==> config.mk <==
export PLATFORM = sky130hd
export DESIGN_NAME = pulse_cmd_parser
export DESIGN_NICKNAME = d
export VERILOG_FILES = /design/src/rtl/pulse_cmd_parser.sv
export SDC_FILE = /design/constraint.sdc
export NUM_CORES = 1
export LEC_CHECK = 0
export CORE_UTILIZATION = 30
export CTS_CLUSTER_SIZE = 28
export DETAILED_ROUTE_END_ITERATION = 7
export PLACE_DENSITY = 0.59
export SYNTH_ARGS = -nofsm -noshare
export SYNTH_HDL_FRONTEND = slang
export SYNTH_SLANG_ARGS = --single-unit
==> constraint.sdc <==
create_clock -name clk -period 2.85 [get_ports clk]
set_input_delay 0.4275 -clock clk [delete_from_list [all_inputs] [get_ports clk]]
set_output_delay 0.4275 -clock clk [all_outputs]
set_load 0.05 [all_outputs]
==> src/rtl/pulse_cmd_parser.sv <==
// Framed serial command parser for the pulse generator: shadow/active timing
// registers, commit-on-sync transfer, ACK/NAK responses and inter-byte timeout.
module pulse_cmd_parser #(
  parameter int CNT_W          = 24,
  parameter int TIMEOUT_CYCLES = 120000,
  parameter int DEF_PERIOD     = 12000,
  parameter int DEF_P1_WIDTH   = 120,
  parameter int DEF_P2_DELAY   = 600,
  parameter int DEF_P2_WIDTH   = 240
) (
  input  logic             clk,
  input  logic             resetn,
  input  logic [7:0]       rx_data,
  input  logic             rx_valid,
  output logic [7:0]       tx_data,
  output logic             tx_valid,
  input  logic             tx_ready,
  input  logic             sync_in,
  output logic [CNT_W-1:0] period,
  output logic [CNT_W-1:0] p1_width,
  output logic [CNT_W-1:0] p2_delay,
  output logic [CNT_W-1:0] p2_width,
  output logic [7:0]       cfg,
  output logic             commit_pending,
  output logic             params_updated,
  output logic             frame_err,
  output logic [2:0]       dbg_state
);

  // tx handshake: tx_valid rises with tx_data and both hold until a cycle
  // with tx_valid && tx_ready; the byte is consumed on that clock edge.
  // rx side has no backpressure: rx_valid is a one-cycle strobe per byte.

  localparam int TO_W = $clog2(TIMEOUT_CYCLES + 1);
  localparam int SH_W = (CNT_W < 8) ? 8 : CNT_W;

  localparam logic [7:0] SOF        = 8'hA5;
  localparam logic [7:0] ACK        = 8'h06;
  localparam logic [7:0] NAK        = 8'h15;
  localparam logic [7:0] CMD_PERIOD = 8'h01;
  localparam logic [7:0] CMD_P1W    = 8'h02;
  localparam logic [7:0] CMD_P2D    = 8'h03;
  localparam logic [7:0] CMD_P2W    = 8'h04;
  localparam logic [7:0] CMD_CFG    = 8'h05;
  localparam logic [7:0] CMD_COMMIT = 8'h07;

  typedef enum logic [2:0] {
    S_IDLE = 3'd0,
    S_CMD  = 3'd1,
    S_DATA = 3'd2,
    S_CHK  = 3'd3,
    S_RESP = 3'd4
  } state_t;

  state_t            state;
  state_t            state_next;
  logic [7:0]        cmd_q;
  logic [SH_W-1:0]   data_q;
  logic [7:0]        xacc;
  logic [1:0]        dcnt;
  logic [TO_W-1:0]   tcnt;

  logic              byte_in;
  logic              frame_done;
  logic              timeout;
  logic              in_frame;
  logic              tcnt_hit;

  logic              chk_ok;
  logic              cmd_known;
  logic              frame_ack;
  logic [CNT_W-1:0]  payload;

  logic [CNT_W-1:0]  sh_period;
  logic [CNT_W-1:0]  sh_p1_width;
  logic [CNT_W-1:0]  sh_p2_delay;
  logic [CNT_W-1:0]  sh_p2_width;
  logic [7:0]        sh_cfg;

  logic              do_copy;
  logic              do_arm;

  assign dbg_state = state;
  assign in_frame  = (state == S_CMD) || (state == S_DATA) || (state == S_CHK);
  assign tcnt_hit  = (tcnt == TO_W'(TIMEOUT_CYCLES - 1));

  // ---------------- frame FSM ----------------
  always_ff @(posedge clk or negedge resetn) begin
    if (!resetn) begin
      state <= S_IDLE;
    end else begin
      state <= state_next;
    end
  end

  always_comb begin
    state_next = state;
    byte_in    = 1'b0;
    frame_done = 1'b0;
    timeout    = 1'b0;
    case (state)
      S_IDLE: begin
        if (rx_valid && rx_data == SOF) state_next = S_CMD;
      end
      S_CMD: begin
        if (rx_valid) begin
          byte_in    = 1'b1;
          state_next = S_DATA;
        end else if (tcnt_hit) begin
          timeout    = 1'b1;
          state_next = S_IDLE;
        end
      end
      S_DATA: begin
        if (rx_valid) begin
          byte_in = 1'b1;
          if (dcnt == 2'd3) state_next = S_CHK;
        end else if (tcnt_hit) begin
          timeout    = 1'b1;
          state_next = S_IDLE;
        end
      end
      S_CHK: begin
        if (rx_valid) begin
          byte_in    = 1'b1;
          frame_done = 1'b1;
          state_next = S_RESP;
        end else if (tcnt_hit) begin
          timeout    = 1'b1;
          state_next = S_IDLE;
        end
      end
      S_RESP: begin
        if (tx_valid && tx_ready) state_next = S_IDLE;
      end
      default: state_next = S_IDLE;
    endcase
  end

  // ---------------- frame capture ----------------
  always_ff @(posedge clk or negedge resetn) begin
    if (!resetn) begin
      cmd_q  <= 8'h00;
      data_q <= '0;
      xacc   <= 8'h00;
      dcnt   <= 2'd0;
    end else if (byte_in) begin
      if (state == S_CMD) begin
        cmd_q  <= rx_data;
        data_q <= '0;
        xacc   <= rx_data;
        dcnt   <= 2'd0;
      end else if (state == S_DATA) begin
        data_q <= SH_W'({data_q, rx_data});
        xacc   <= xacc ^ rx_data;
        dcnt   <= dcnt + 2'd1;
      end
    end
  end

  // Counts idle cycles since the last accepted byte; held at zero outside a frame.
  always_ff @(posedge clk or negedge resetn) begin
    if (!resetn) begin
      tcnt <= '0;
    end else if (in_frame && !byte_in && !timeout) begin
      tcnt <= tcnt + TO_W'(1);
    end else begin
      tcnt <= '0;
    end
  end

  // ---------------- frame evaluation ----------------
  always_comb begin
    chk_ok    = (rx_data == xacc);
    payload   = CNT_W'(data_q);
    cmd_known = (cmd_q == CMD_PERIOD) || (cmd_q == CMD_P1W) || (cmd_q == CMD_P2D) ||
                (cmd_q == CMD_P2W) || (cmd_q == CMD_CFG) || (cmd_q == CMD_COMMIT);
    frame_ack = chk_ok && cmd_known &&
                !((cmd_q == CMD_PERIOD) && (payload < CNT_W'(2)));
  end

  // ---------------- response ----------------
  always_ff @(posedge clk or negedge resetn) begin
    if (!resetn) begin
      tx_valid  <= 1'b0;
      tx_data   <= 8'h00;
      frame_err <= 1'b0;
    end else begin
      frame_err <= 1'b0;
      if (frame_done) begin
        tx_valid  <= 1'b1;
        tx_data   <= frame_ack ? ACK : NAK;
        frame_err <= !frame_ack;
      end else if (timeout) begin
        frame_err <= 1'b1;
      end else if (tx_valid && tx_ready) begin
        tx_valid <= 1'b0;
      end
    end
  end

  // ---------------- shadow registers ----------------
  always_ff @(posedge clk or negedge resetn) begin
    if (!resetn) begin
      sh_period   <= CNT_W'(DEF_PERIOD);
      sh_p1_width <= CNT_W'(DEF_P1_WIDTH);
      sh_p2_delay <= CNT_W'(DEF_P2_DELAY);
      sh_p2_width <= CNT_W'(DEF_P2_WIDTH);
      sh_cfg      <= 8'h03;
    end else if (frame_done && frame_ack) begin
      case (cmd_q)
        CMD_PERIOD: sh_period   <= payload;
        CMD_P1W:    sh_p1_width <= payload;
        CMD_P2D:    sh_p2_delay <= payload;
        CMD_P2W:    sh_p2_width <= payload;
        CMD_CFG:    sh_cfg      <= data_q[7:0];
        default:    ;
      endcase
    end
  end

  // ---------------- commit / active registers ----------------
  // Only a sync_in seen while commit_pending is already high copies, so a sync
  // coincident with arming is ignored. A same-cycle shadow write misses the copy.
  assign do_copy = commit_pending && sync_in;
  assign do_arm  = frame_done && frame_ack && (cmd_q == CMD_COMMIT);

  always_ff @(posedge clk or negedge resetn) begin
    if (!resetn) begin
      period         <= CNT_W'(DEF_PERIOD);
      p1_width       <= CNT_W'(DEF_P1_WIDTH);
      p2_delay       <= CNT_W'(DEF_P2_DELAY);
      p2_width       <= CNT_W'(DEF_P2_WIDTH);
      cfg            <= 8'h03;
      commit_pending <= 1'b0;
      params_updated <= 1'b0;
    end else begin
      params_updated <= do_copy;
      if (do_copy) begin
        period   <= sh_period;
        p1_width <= sh_p1_width;
        p2_delay <= sh_p2_delay;
        p2_width <= sh_p2_width;
        cfg      <= sh_cfg;
      end
      if (do_arm) begin
        commit_pending <= 1'b1;
      end else if (do_copy) begin
        commit_pending <= 1'b0;
      end
    end
  end

endmodule

==> summary.md <==
| Metric | Value |
|---|---|
| Slowest stage cell, crit path | `clkdlybuf4s50_1` |
| Detailed router's first-iteration violation count | `280` |
| Mean cell area of the mapped netlist | `15.1 um2` |
| Count of buffers from port buffering | `127` |
| Crit. End Element | `output pin` |
| Post-Syn Area | `11500 um2` |
| Overflow left after global routing | `0` |
| Drt via density | `4.68` |
| Top post-synthesis cells by area | `dfrtp_1 51%, mux2_2 15%, dfstp_2 9.6%` |
| Vias in the first global route | `6900` |
| DP Wirelength | `17400 um` |
| Multi-input logic area | `4300 um2` |
| Number of rows in the core area | `71` |
| Leading area contributor after synthesis | `dfrtp_1` |
| Maximum number of pins on one net before global-route repair | `68` |
| Fraction of synthesized cell area taken by the top area cell type | `0.511` |
| Non-filler instance count after layout | `1453` |
| Register area share after synthesis | `0.606` |
| Global-route wire length before repair | `41300 um` |
| Switching power | `3.15 mW` |
| Number of filler cells placed in the layout | `3583` |
| Yosys warnings | `0` |
| Drt first pass iters | `4` |
| DP Worst Slack | `0.161 ns` |
| Slew at the pin closest to its max-slew limit | `1.24 ns` |
| Dominant register cell in the synthesized netlist | `dfrtp_1` |
| TritonCTS clock tree | `built` |
| Maximum vdd ir drop | `536 uV` |
| Die span in x | `198 um` |
| DR vias | `6795` |
| Post-Route WL | `26300 um` |
| Maximum level of the CTS H-tree | `1` |
| Flops & latches, synth | `277` |
| Sequential Area | `6990 um2` |
| Synth-to-Final Area Change | `26.5%` |
| NumNets Final | `933` |
| Setup violation total in the final timing report | `0` |
| CTS root buffer | `clkbuf_16` |
| Startpoint class of the critical path | `flip-flop` |
| Worst min path class | `in2async` |
| Chain of cells forming the critical path | `buf_4 -> clkdlybuf4s50_1` |
| Unrepaired setup endpoints after global routing | `no` |
| Wire length per cell after detailed routing | `18.1 um` |
| Number of instances in the synthesized netlist | `761` |
| Clk pwr share | `0.384` |
| Worst path max stage delay | `0.83 ns` |
| Critical path fanouts, max | `14` |
| Global routing usage summed across all routing layers | `0.136` |
| Final number of max-transition violations | `0` |
| Kind of critical path | `reg2out` |
| Power density relative to cell area | `720 nW/um2` |
| Fraction of final layout cells with drive strength greater than 1 | `0.383` |
| Post-route worst setup slack | `0.197 ns` |
| Post-route DRC violation count | `0` |
| Accumulated negative setup slack | `0 ns` |
| Starting Density | `0.305` |
| Final core utilization | `0.386` |
| Count of endpoints failing hold in the final timing report | `0` |
| Sum of internal, switching and leakage power | `10.5 mW` |
| Final Skew | `0.00761 ns` |
| Number of buffers and inverters on the critical path | `2` |
| Hold Worst Slack | `0.430 ns` |
| Placed cell count | `1395` |
| Number of nets still failing antenna checks after routing | `0` |
| Worst path arrival time | `2.23 ns` |
| Synth async-reset ratio | `1.00` |
| Tightest slew margin relative to the limit | `0.175` |
| Critical path data required time | `2.42 ns` |
| Post-synth cell types | `53` |
| Outcome | `complete, no violations` |
| Final critical-path share of the clock period | `0.931` |
| Switching Share | `0.300` |
| Maximum count of clock buffers along a single path | `3` |
| Timing-limited maximum frequency | `377 MHz` |
| Placeable core area | `37800 um2` |
| Area enclosed by the die boundary | `39200 um2` |
| Combinational power share | `0.161` |
| Insertion delay to the later sink of the worst-skew pair | `0.54 ns` |
| Top Family by Delay on Critical Path | `buffers and inverters` |
| Initial antenna violation count | `0` |
| Leakage power | `6.81 nW` |
| Placed cell areas | `13500 um2` |
| Final instance area | `14600 um2` |
| Final worst path period need | `2.65 ns` |
| Number of synthesized flops with an enable pin | `0` |
| Sequential group share of total power | `0.455` |
| Count of buffers added by post-CTS timing repair for setup | `0` |
| Number of diodes | `0` |
| I/O pin cnt | `132` |
| Number of sinks on the clock net | `277` |
| Global placement routability congestion | `0.795` |
| Number of CTS-inserted buffers | `31` |
| Internal Dissipation | `7.34 mW` |
| Number of max-cap violations | `0` |
| Clock transition time at the flip-flop clock pins of the worst setup and hold paths | `0.06 ns` |
| Die H | `198 um` |
layer usage:
metal / track usage / vias up / part of all wire
li1: - / 3096 / -
met1: 0.199 / 3520 / 0.48
met2: 0.210 / 143 / 0.45
met3: 0.0227 / 36 / 0.050
met4: 0.0287 / 0 / 0.015
met5: 0 / - / 0
cells by family (layout without fill, tap and decap cells):
kind of cell               Yosys count  in the layout  share of synthesized area
DFF                                277            277                      0.606
muxes                              216            216                      0.233
and+or+nand+nor                    118            118                     0.0656
AOI/OAI and AO/OA                   80             80                     0.0539
buffers and inverters               46            224                     0.0228
xor gates and xnor gates            21             21                     0.0160
adders and majority gates            2              2                    0.00217
other                                1              4                   0.000326
sequential cells by signal, summed over array words and instances, names as in the netlist, 8 cells and up:
signal	cells
tcnt	17
cmd_q	8
sh_period	24
p2_delay	24
sh_p1_width	24
sh_p2_width	24
period	24
cfg	8
p2_width	24
data_q	24
sh_p2_delay	24
sh_cfg	8
xacc	8
p1_width	24
cells in the final DEF (no fill, tap or decap), types with 7 or more instances in the layout:
cell type        synthesis  final
dfstp_2                 42     42
nor2_1                  28     27
nor4_1                   9      9
clkbuf_16                0     31
a21oi_1                 21     21
nand2b_1                13     13
clkinv_2                 0      9
nand2_1                  8      7
clkdlybuf4s50_1          0    126
mux2_4                  66     66
a311o_1                  8      8
mux2_2                 150    150
a22o_1                  25     25
o311ai_0                 8      8
xnor2_1                  8      8
dfrtp_1                235    234
buf_4                    5     29
nand3_1                 15     15
xor2_1                  13     13
cell usage after synthesis (all sizes together), types with 8 or more instances:
library cell	instances
a21oi	21
clkbuf	12
dfrtp	235
o311ai	8
mux2	216
nand4	9
a311o	8
nor4	15
buf	28
nand2	8
nand2b	13
xnor2	8
a22o	25
xor2	13
nor2	28
dfstp	42
nand3	15
cell type report:
| type | instances | share of cell area |
|---|---|---|
| well taps | 511 | 0.0439 |
| inverters | 6 | 0.00155 |
| clock inverters | 15 | 0.0109 |
| flip-flops and latches | 277 | 0.480 |
| multi-input cells | 441 | 0.295 |
| repair buffers | 161 | 0.109 |
| clock buffers | 42 | 0.0602 |
final timing paths:
kind	startpoint	to	slack, ns	cells after the start
max in group asynchronous	resetn	period[9]	1.58	3
min reg2reg	sh_p2_width[12]	p2_width[12]	0.50	1
min	resetn	sh_p2_delay[21]	0.43	2
min in group clk	sh_p2_width[12]	p2_width[12]	0.50	1
max	dbg_state[0]	dbg_state[0]	0.20	2
max reg2reg	data_q[14]	sh_period[2]	0.39	5
power by group through the flow:
stage          Sequential, mW  Combinational [mW]  Clock (mW)
2_1_floorplan            4.71                1.11           0
3_3_place_gp             4.84                1.67           0
3_5_place_dp             4.85                1.70           0
4_1_cts                  4.78                1.71        4.14
5_1_grt                  4.84                1.84        4.30
6_report                 4.77                1.69        4.02
timing repair:
| action | CTS | global route |
|---|---|---|
| endpoints found under the setup margin | 0 | 1 |
| hold buffers | 1 | 0 |
| hold endpoints to repair | 59 | 0 |
| resized for setup | 0 | 1 |
(Power assumes the default switching activity.)
